--- src/rtl/spi_slave_shifter.sv ---
// spi_slave_shifter: slave-side SPI word engine, all CPOL/CPHA modes.
// Optional LSB-first support when SPI_SLAVE_LSBFE_EN is defined (adds lsbfe).
//
// Ports:
//   pclk, preset_n         system clock, async active-low reset
//   slave_en, cpol, cpha   enable and clock mode
//   ss_n, sclk, mosi       async pad inputs (synchronised here)
//   miso, miso_oe          serial out and its pad enable
//   tx_data/tx_load        one-deep TX buffer write; tx_empty = buffer free
//   rx_data/rx_valid       last received word; rx_ack clears rx_valid
//   rx_ovr/ovr_clr         sticky overrun flag and its clear
//   tip                    transfer in progress
//   lsbfe                  (macro only) 1 = LSB first, latched in LOAD
module spi_slave_shifter #(
  parameter int DATA_W      = 8,
  parameter int SYNC_STAGES = 2
) (
  input  logic              pclk,
  input  logic              preset_n,
  input  logic              slave_en,
  input  logic              cpol,
  input  logic              cpha,
  input  logic              ss_n,
  input  logic              sclk,
  input  logic              mosi,
`ifdef SPI_SLAVE_LSBFE_EN
  input  logic              lsbfe,
`endif
  output logic              miso,
  output logic              miso_oe,
  input  logic [DATA_W-1:0] tx_data,
  input  logic              tx_load,
  output logic              tx_empty,
  output logic [DATA_W-1:0] rx_data,
  output logic              rx_valid,
  input  logic              rx_ack,
  output logic              rx_ovr,
  input  logic              ovr_clr,
  output logic              tip
);

  localparam int CW = (DATA_W > 1) ? $clog2(DATA_W) : 1;
  localparam logic [CW-1:0] LAST = CW'(DATA_W - 1);

  typedef enum logic [1:0] {
    S_IDLE,
    S_LOAD,
    S_SHIFT
  } state_t;

  state_t r_state;
  state_t w_nxt;

  logic [SYNC_STAGES-1:0] r_ss_sy;
  logic [SYNC_STAGES-1:0] r_sclk_sy;
  logic [SYNC_STAGES-1:0] r_mosi_sy;
  logic                   r_sclk_d;

  logic [CW-1:0]     r_cnt;
  logic [DATA_W-1:0] r_rx_sh;
  logic [DATA_W-1:0] r_tx_sh;
  logic [DATA_W-1:0] r_tx_buf;
  logic              r_tx_empty;
  logic [DATA_W-1:0] r_rx_data;
  logic              r_rx_valid;
  logic              r_rx_ovr;

  logic              w_ss;
  logic              w_sclk;
  logic              w_mosi;
  logic              w_lead;
  logic              w_trail;
  logic              w_sample;
  logic              w_shift;
  logic              w_abort;
  logic              w_load;
  logic              w_smp;
  logic              w_done;
  logic              w_adv;
  logic              w_take;
  logic              w_vld_eff;
  logic              w_lsb;
  logic [DATA_W-1:0] w_rx_nxt;
  logic [DATA_W-1:0] w_tx_src;

  // Input synchronisers, reset to all-ones (SS inactive).
  always_ff @(posedge pclk or negedge preset_n) begin
    if (!preset_n) begin
      r_ss_sy   <= '1;
      r_sclk_sy <= '1;
      r_mosi_sy <= '1;
      r_sclk_d  <= 1'b1;
    end else begin
      r_ss_sy   <= {r_ss_sy[SYNC_STAGES-2:0], ss_n};
      r_sclk_sy <= {r_sclk_sy[SYNC_STAGES-2:0], sclk};
      r_mosi_sy <= {r_mosi_sy[SYNC_STAGES-2:0], mosi};
      r_sclk_d  <= w_sclk;
    end
  end

  assign w_ss     = r_ss_sy[SYNC_STAGES-1];
  assign w_sclk   = r_sclk_sy[SYNC_STAGES-1];
  assign w_mosi   = r_mosi_sy[SYNC_STAGES-1];
  assign w_lead   = (r_sclk_d == cpol) && (w_sclk != cpol);
  assign w_trail  = (r_sclk_d != cpol) && (w_sclk == cpol);
  assign w_sample = cpha ? w_trail : w_lead;
  assign w_shift  = cpha ? w_lead : w_trail;
  assign w_abort  = w_ss || !slave_en;

`ifdef SPI_SLAVE_LSBFE_EN
  logic r_lsb;
  always_ff @(posedge pclk or negedge preset_n) begin
    if (!preset_n)   r_lsb <= 1'b0;
    else if (w_load) r_lsb <= lsbfe;
  end
  assign w_lsb = r_lsb;
`else
  assign w_lsb = 1'b0;
`endif

  always_ff @(posedge pclk or negedge preset_n) begin
    if (!preset_n) r_state <= S_IDLE;
    else           r_state <= w_nxt;
  end

  // No advance at count 0: the loaded MSB is already on miso. In
  // cpha=1 the first leading edge therefore just presents that bit.
  always_comb begin
    w_nxt  = r_state;
    w_load = 1'b0;
    w_smp  = 1'b0;
    w_done = 1'b0;
    w_adv  = 1'b0;
    unique case (r_state)
      S_IDLE: begin
        if (!w_abort) w_nxt = S_LOAD;
      end
      S_LOAD: begin
        if (w_abort) begin
          w_nxt = S_IDLE;
        end else begin
          w_nxt  = S_SHIFT;
          w_load = 1'b1;
        end
      end
      S_SHIFT: begin
        if (w_abort) begin
          w_nxt = S_IDLE;
        end else begin
          w_smp  = w_sample;
          w_done = w_sample && (r_cnt == LAST);
          w_adv  = w_shift && (r_cnt != '0);
        end
      end
      default: w_nxt = S_IDLE;
    endcase
  end

  assign w_take    = w_load || w_done;
  assign w_tx_src  = r_tx_empty ? '1 : r_tx_buf;
  assign w_vld_eff = r_rx_valid && !rx_ack;
  assign w_rx_nxt  = w_lsb ? {w_mosi, r_rx_sh[DATA_W-1:1]}
                           : {r_rx_sh[DATA_W-2:0], w_mosi};

  always_ff @(posedge pclk or negedge preset_n) begin
    if (!preset_n) begin
      r_cnt      <= '0;
      r_rx_sh    <= '0;
      r_tx_sh    <= '0;
      r_tx_buf   <= '0;
      r_tx_empty <= 1'b1;
      r_rx_data  <= '0;
      r_rx_valid <= 1'b0;
      r_rx_ovr   <= 1'b0;
    end else begin
      if (w_load || w_done || w_abort) r_cnt <= '0;
      else if (w_smp)                  r_cnt <= r_cnt + CW'(1);

      if (w_smp) r_rx_sh <= w_rx_nxt;

      if (w_take)     r_tx_sh <= w_tx_src;
      else if (w_adv) r_tx_sh <= w_lsb ? (r_tx_sh >> 1) : (r_tx_sh << 1);

      // A consume and a write in one cycle: shifter gets the old
      // content, buffer takes the new word.
      if (w_take) begin
        if (tx_load) begin
          r_tx_buf   <= tx_data;
          r_tx_empty <= 1'b0;
        end else begin
          r_tx_empty <= 1'b1;
        end
      end else if (tx_load && r_tx_empty) begin
        r_tx_buf   <= tx_data;
        r_tx_empty <= 1'b0;
      end

      // An ack in the completion cycle frees the slot first.
      if (w_done && !w_vld_eff) begin
        r_rx_data  <= w_rx_nxt;
        r_rx_valid <= 1'b1;
      end else if (rx_ack) begin
        r_rx_valid <= 1'b0;
      end

      if (w_done && w_vld_eff) r_rx_ovr <= 1'b1;
      else if (ovr_clr)        r_rx_ovr <= 1'b0;
    end
  end

  assign miso     = w_lsb ? r_tx_sh[0] : r_tx_sh[DATA_W-1];
  assign miso_oe  = (r_state != S_IDLE);
  assign tip      = (r_state != S_IDLE);
  assign tx_empty = r_tx_empty;
  assign rx_data  = r_rx_data;
  assign rx_valid = r_rx_valid;
  assign rx_ovr   = r_rx_ovr;

endmodule

--- config.mk ---
export PLATFORM = sky130hd
export DESIGN_NAME = spi_slave_shifter
export DESIGN_NICKNAME = d
export VERILOG_FILES = /design/src/rtl/spi_slave_shifter.sv
export SDC_FILE = /design/constraint.sdc
export NUM_CORES = 1
export LEC_CHECK = 0
export ABC_AREA = 1
export CAP_MARGIN = 10
export CELL_PAD_IN_SITES_DETAIL_PLACEMENT = 1
export CELL_PAD_IN_SITES_GLOBAL_PLACEMENT = 1
export CORE_MARGIN = 1
export CORE_UTILIZATION = 36
export DETAILED_ROUTE_END_ITERATION = 16
export PLACE_DENSITY_LB_ADDON = 0.1
export SKIP_CTS_REPAIR_TIMING = 1
export SYNTH_ARGS = -nofsm -noshare
export SYNTH_HDL_FRONTEND = slang
export SYNTH_SLANG_ARGS = --single-unit
--- constraint.sdc ---
create_clock -name pclk -period 1.52 [get_ports pclk]
set_clock_uncertainty 0.15 [all_clocks]
set_input_delay 0.304 -clock pclk [delete_from_list [all_inputs] [get_ports pclk]]
set_output_delay 0.304 -clock pclk [all_outputs]
set_load 0.02 [all_outputs]
==> results.ini <==
[clocking]
htree_levels=2
cts_buffers=5
cts_tree=done
clk_latency_ns=0.30
clkTransAtPathRegs_ns=0.08
clock-sinks=46
cts_buffer_depth=2
root_buffer=clkbuf_8

[layout]
area_growth_pct=40.9
diodes=0
final_net_count=310
fin_util_pct=53.2
filler_cell_count=632
stdcell_count=361
drive_gt1_share_pct=32.5

[synth]
synth_area_leaders=dfrtp_1 (45%), nand2_1 (11%), dfstp_2 (10%)
synth.ff_latch_count=46
synth-main-ff-cell=dfrtp_1
synth.most_common_cell=nand2_1
synth.distinct_cells=26
synth_largest_area_cell=dfrtp_1
async_flop_share_pct=100
synth_nets=254
syn_area_um2=2090
syn_avg_cell_area_um2=9.02
synthDominantCellAreaShare_pct=45.4
synth_common_cells=nand2_1 (61), dfrtp_1 (38), inv_1 (31)
syn_inst=232
synth_edf_count=0
synth_warnings=0
ys_seq_area_share_pct=55.5

[floorplanning]
die-area_um2=6120
die_h_um=78.3
die_w_um=78.3
rows=27
core_um2=5540
io_pins=33
initial_utilization_pct=37.8

[grt]
antenna_found_initial=0
grt_overflow=0
grt_pass1_vias=1615
grt_pass1_wl_mm=7.30
track_usage_pct=15.4
grt_max_degree=47

[routing]
avgRoutedWirePerCell_um=12.3
drc_errors=0
detail_route.vias_per_cell=4.49
drtIter0Drc=37
num_vias=1622
ant_nets=0
dr.pass1.iters=4
drt-total-wl_mm=4.43

[critical_path]
startpoint_type=register
cp.required_ns=1.61
end_kind=register
crit_fanout=5
critical_path_class=reg -> reg
arrival_ns=1.79
worstRegToRegCells=9

[run_status]
status=complete, but fails checks
violations=negative setup slack

[timing]
relSlewSlack_pct=80.1
rsz0062_at_grt=yes
period_share_pct=112
drv_slew=0
final_hold_viol_count=0
setup_violations=36
period_needed_ns=1.70
tightestPinTransition_ns=0.298
max_clock_freq_mhz=589
fin_ws_ns=-0.177

[pwr]
peakVddDrop_mv=0.632
power_density_nw_per_um2=916
p_leak_nw=1.61

[place]
dp_hpwl_mm=2.94
portBuffers=32
gp_congestion=0.743
preCtsSetupSlack_ns=-0.532
dp.cells=345

[job]
drv_cap=0

[worst_hold_path]
hold_depth=0
min_path_type=reg -> reg

-- layout make-up --
type	instances	area [um^2]	area share (%)
clock buffers	7	86.3	2.93
inverters	35	141	4.79
flip-flops and latches	46	1160	39.4
multi-input cells	148	908	30.8
clock inverters	1	5.00	0.170
well taps	72	90.1	3.05
repair buffers	52	557	18.9
-- power breakdown --
part | switching [mW] | internal, mW
clock | 0.402 | 0.367
combinational | 0.232 | 0.226
sequential | 0.0931 | 1.38
-- critical path, cell delays in order, from the launching register on --
cell and delay (ns):
dfstp_2 0.57, nand2_1 0.06, nand2_1 0.08, nand3_2 0.08, nand2_4 0.09, nand3_4 0.15, buf_12 0.18, nand3_2 0.09
nand3_1 0.09, nand2_1 0.07
-- state kept, by name (all words and copies together) (netlist names) --
signal and cells:
r_cnt 3, r_mosi_sy 2, r_rx_sh 7, r_sclk_d 1, r_sclk_sy 2, r_ss_sy 2
r_state 2, r_tx_buf 8, r_tx_sh 8, rx_data 8, rx_ovr 1, rx_valid 1
tx_empty 1
-- layout by cell type (no fill, tap or decap), types with 8 or more instances in the layout --
cell type        count
dfstp_2              8
inv_1               27
dfrtp_1             38
dlymetal6s2s_1      12
nand2_1             49
nand3_1             16
nor2_1              14
buf_4               14
clkdlybuf4s50_1     16
nand2_2             14
-- final timing paths --
path / from / to / slack [ns]
min in group asynchronous: preset_n / rx_ovr / 0.36
min: r_mosi_sy[0] / r_mosi_sy[1] / 0.21
max reg2reg: r_sclk_sy[1] / r_tx_buf[2] / -0.18
max: r_sclk_sy[1] / r_tx_buf[2] / -0.18
min reg2reg: r_mosi_sy[0] / r_mosi_sy[1] / 0.21
max in group asynchronous: preset_n / r_sclk_d / 0.58
-- cell families (layout without fill, tap and decap cells) --
group	count (synthesis)	in the layout	share of synthesized area, %
simple gates	118	120	27.3
flops	46	46	55.5
compound gates	24	24	7.05
buf+inv	40	95	7.95
fa+ha+maj	3	3	1.79
xor+xnor	1	1	0.418
-- per-stage QoR --
step	area (um^2)	total power [mW]	hold WS (ns)	setup TNS, ns
after detailed placement	2620	1.91	0.160	-17.97
after global routing	2950	2.87	0.216	-8.76
after floorplan	2110	1.72	-0.142	-0.518
after global placement	2620	1.89	0.158	-16.34
after CTS	2710	2.71	-0.175	-9.13
final	2950	2.70	0.209	-4.65
-- routing by layer --
layer / part of all wire, % / GRT usage [%] / vias to the layer above
met5: 0 / 0 / -
met3: 4.5 / 4.30 / 7
met2: 51 / 25.1 / 36
li1: - / - / 828
met4: 1.8 / 6.11 / 0
met1: 43 / 19.3 / 751
(Power assumes the default switching activity.)
==> variant, RTL diff (same settings) <==
The parameter `SYNC_STAGES` goes from 2 to 4.
--- a/src/rtl/spi_slave_shifter.sv
+++ b/src/rtl/spi_slave_shifter.sv
@@ -13,7 +13,7 @@
 //   lsbfe                  (macro only) 1 = LSB first, latched in LOAD
 module spi_slave_shifter #(
   parameter int DATA_W      = 8,
-  parameter int SYNC_STAGES = 2
+  parameter int SYNC_STAGES = 4
 ) (
   input  logic              pclk,
   input  logic              preset_n,
Formal check against the unedited RTL: not equivalent (Yosys sat finds a counterexample within 4 cycles, from zero or initial values and one cycle with preset_n low).
==> variant against the original RTL <==
  * The run still ends with negative setup slack left
  * Routed wire length grew 14%
  * Clock power grew 2.9%
  * Cell area grew 3.7%
  * Setup slack lost 89 ps
  * Critical path type unchanged
  * Power grew 7.6%
  * Sequential cell count grew 6
  * Core utilization shrank 2.2 points
  * Area after synthesis grew 7.8%
  * Count of clock-buffer cells in the layout shrank 1
  * Combinational power grew 2%
  * Die area grew 7.6%
==> variant: results (changes against the original RTL) <==
[outcome]
status = finished, violations left  ; unchanged
violations = negative setup slack  ; unchanged

[place]
dpl_cell_area_um2 = 2780  ; was 2620 µm²
dp_hpwl_mm = 3.39  ; was 2.94 mm
post-place-cells = 356  ; was 345
portBuffers = 32  ; unchanged
place_ws_ps = -564  ; was -532 ps
gp_congestion = 0.750  ; was 0.743

[synth]
ys_async_sr_fraction_pct = 100  ; unchanged
syn-num-nets = 260  ; was 254
synth_area_leaders = dfrtp_1, dfstp_2, nand2_1  ; was dfrtp_1, nand2_1, dfstp_2
postSynthAreaPerCell_um2 = 9.48  ; was 9.02 µm²
yosysSeqAreaShare_pct = 58.5  ; was 55.5%
yosys-top-cells-count = nand2_1, dfrtp_1, inv_1  ; unchanged
yosysUniqueCellTypes = 25  ; was 26
synth_edf_count = 0  ; unchanged
ys_warn_count = 0  ; unchanged

[cts]
clockRootBuffer = clkbuf_8  ; unchanged
numCtsBuffers = 5  ; unchanged
path_clk_slew_ps = 100  ; was 80 ps
cts_buffer_depth = 2  ; unchanged
clkLatencyLatePin_ps = 310
htreeDepth = 2  ; unchanged

[timing]
tightest_slew_ps = 351  ; was 298 ps
setup-violations-final = 39  ; was 36
slew_viol_final = 0  ; unchanged
setup_ws_ps = -265  ; was -177 ps
whs_ps = 204  ; was 209 ps

[global_routing]
grt_first_pass_wirelength_mm = 7.62  ; was 7.30 mm
grt_max_degree = 53  ; was 47
antenna_found_initial = 0  ; unchanged
grt_usage_pct = 15.4  ; about the same
first_global_vias = 1654  ; was 1,615

[worst_setup_path]
critPathMaxStageDelay_ps = 610  ; was 570 ps
cp_max_fo = 8  ; was 5
arrival_ps = 1840  ; was 1790 ps
r2r-end = r_tx_buf[2]  ; unchanged
crit_family = simple AND/OR/NAND/NOR gates  ; unchanged
r2r_cells = 9  ; unchanged
rr_startpoint = r_sclk_sy[3]  ; was r_sclk_sy[1]
slowest_stage = dfstp_2  ; unchanged

[cells_and_area]
final_cells = 369  ; was 361
diodes = 0  ; unchanged
finalNetCount = 315  ; was 310
drive_gt1_share_pct = 32.3  ; was 32.5%

[detailed_routing]
dr.pass1.iters = 4  ; unchanged
wl_per_cell_um = 13.6  ; was 12.3 µm
post_drt_via_cell_ratio = 4.60  ; was 4.49
drtIter0Drc = 47  ; was 37

[hold_path]
min_to = r_ss_sy[3]  ; was r_mosi_sy[1]
holdCritStartpoint = r_ss_sy[2]  ; was r_mosi_sy[0]
whs_path_depth = 0  ; unchanged
min_path_type = flop to flop  ; unchanged

[power]
p_leak_uw = 0.00166  ; was 0.00161 µW
vdd_drop_max_mv = 0.555  ; was 0.632 mV

variant: cell count changes in the layout (fill, tap and decap cells not counted), sizes merged:
cell    unedited run  this run
nor2              16        15
inv               35        36
or2                7         8
a21oi              6         7
buf               21        20
dfstp              8        14
clkbuf             9         7
nand3             25        24
nand2             71        72
variant: worst max-delay path by stage:
stage            startpoint           to  slack (ps)  depth (start not counted)
4_1_cts          r_state[1]          tip        -520                          2
5_1_grt        r_sclk_sy[3]  r_tx_buf[1]        -350                          9
2_1_floorplan  r_sclk_sy[3]   rx_data[5]         -70                         10
6_report       r_sclk_sy[3]  r_tx_buf[2]        -270                          9
3_3_place_gp           cpol  r_tx_buf[2]        -500                         11
3_5_place_dp           cpol  r_tx_buf[2]        -560                         11
variant: per-layer routing:
metal / track usage (%) / part of all wire, %
met1: 20.6 / 49
met4: 5.89 / 1.4
met5: 0 / 0
met3: 3.26 / 2.6
met2: 24.5 / 47
variant: cells by family (layout without fill, tap and decap cells):
family	after synthesis	in the layout	synth area share (%)
flip-flops	52	52	58.5
AND/OR/NAND/NOR	117	120	25.1
AO/OA/AOI/OAI	25	25	6.77
adder cells (fa/ha/maj)	3	3	1.66
XOR/XNOR	1	1	0.388
buffers and inverters	40	93	7.60
variant: metrics by stage:
step           setup TNS, ps  power (µW)
5_1_grt               -10900        3050
3_3_place_gp          -17420        2090
6_report               -7560        2910
2_1_floorplan           -523        1900
4_1_cts               -10980        2890
3_5_place_dp          -19130        2110
variant: area by class of cell:
type                       count  area [µm²]
sequential                    52        1320
fill                         673        2930
clock inverter                 2        13.8
timing repair buffer          50         519
clock buffer                   6        72.6
multi-input combinational    149         900
inverter                      35         141
tap                           75        93.8
variant: power breakdown:
| group | switching (µW) | internal [µW] |
|---|---|---|
| combinational | 243 | 223 |
| sequential | 91.7 | 1560 |
| clock | 462 | 329 |
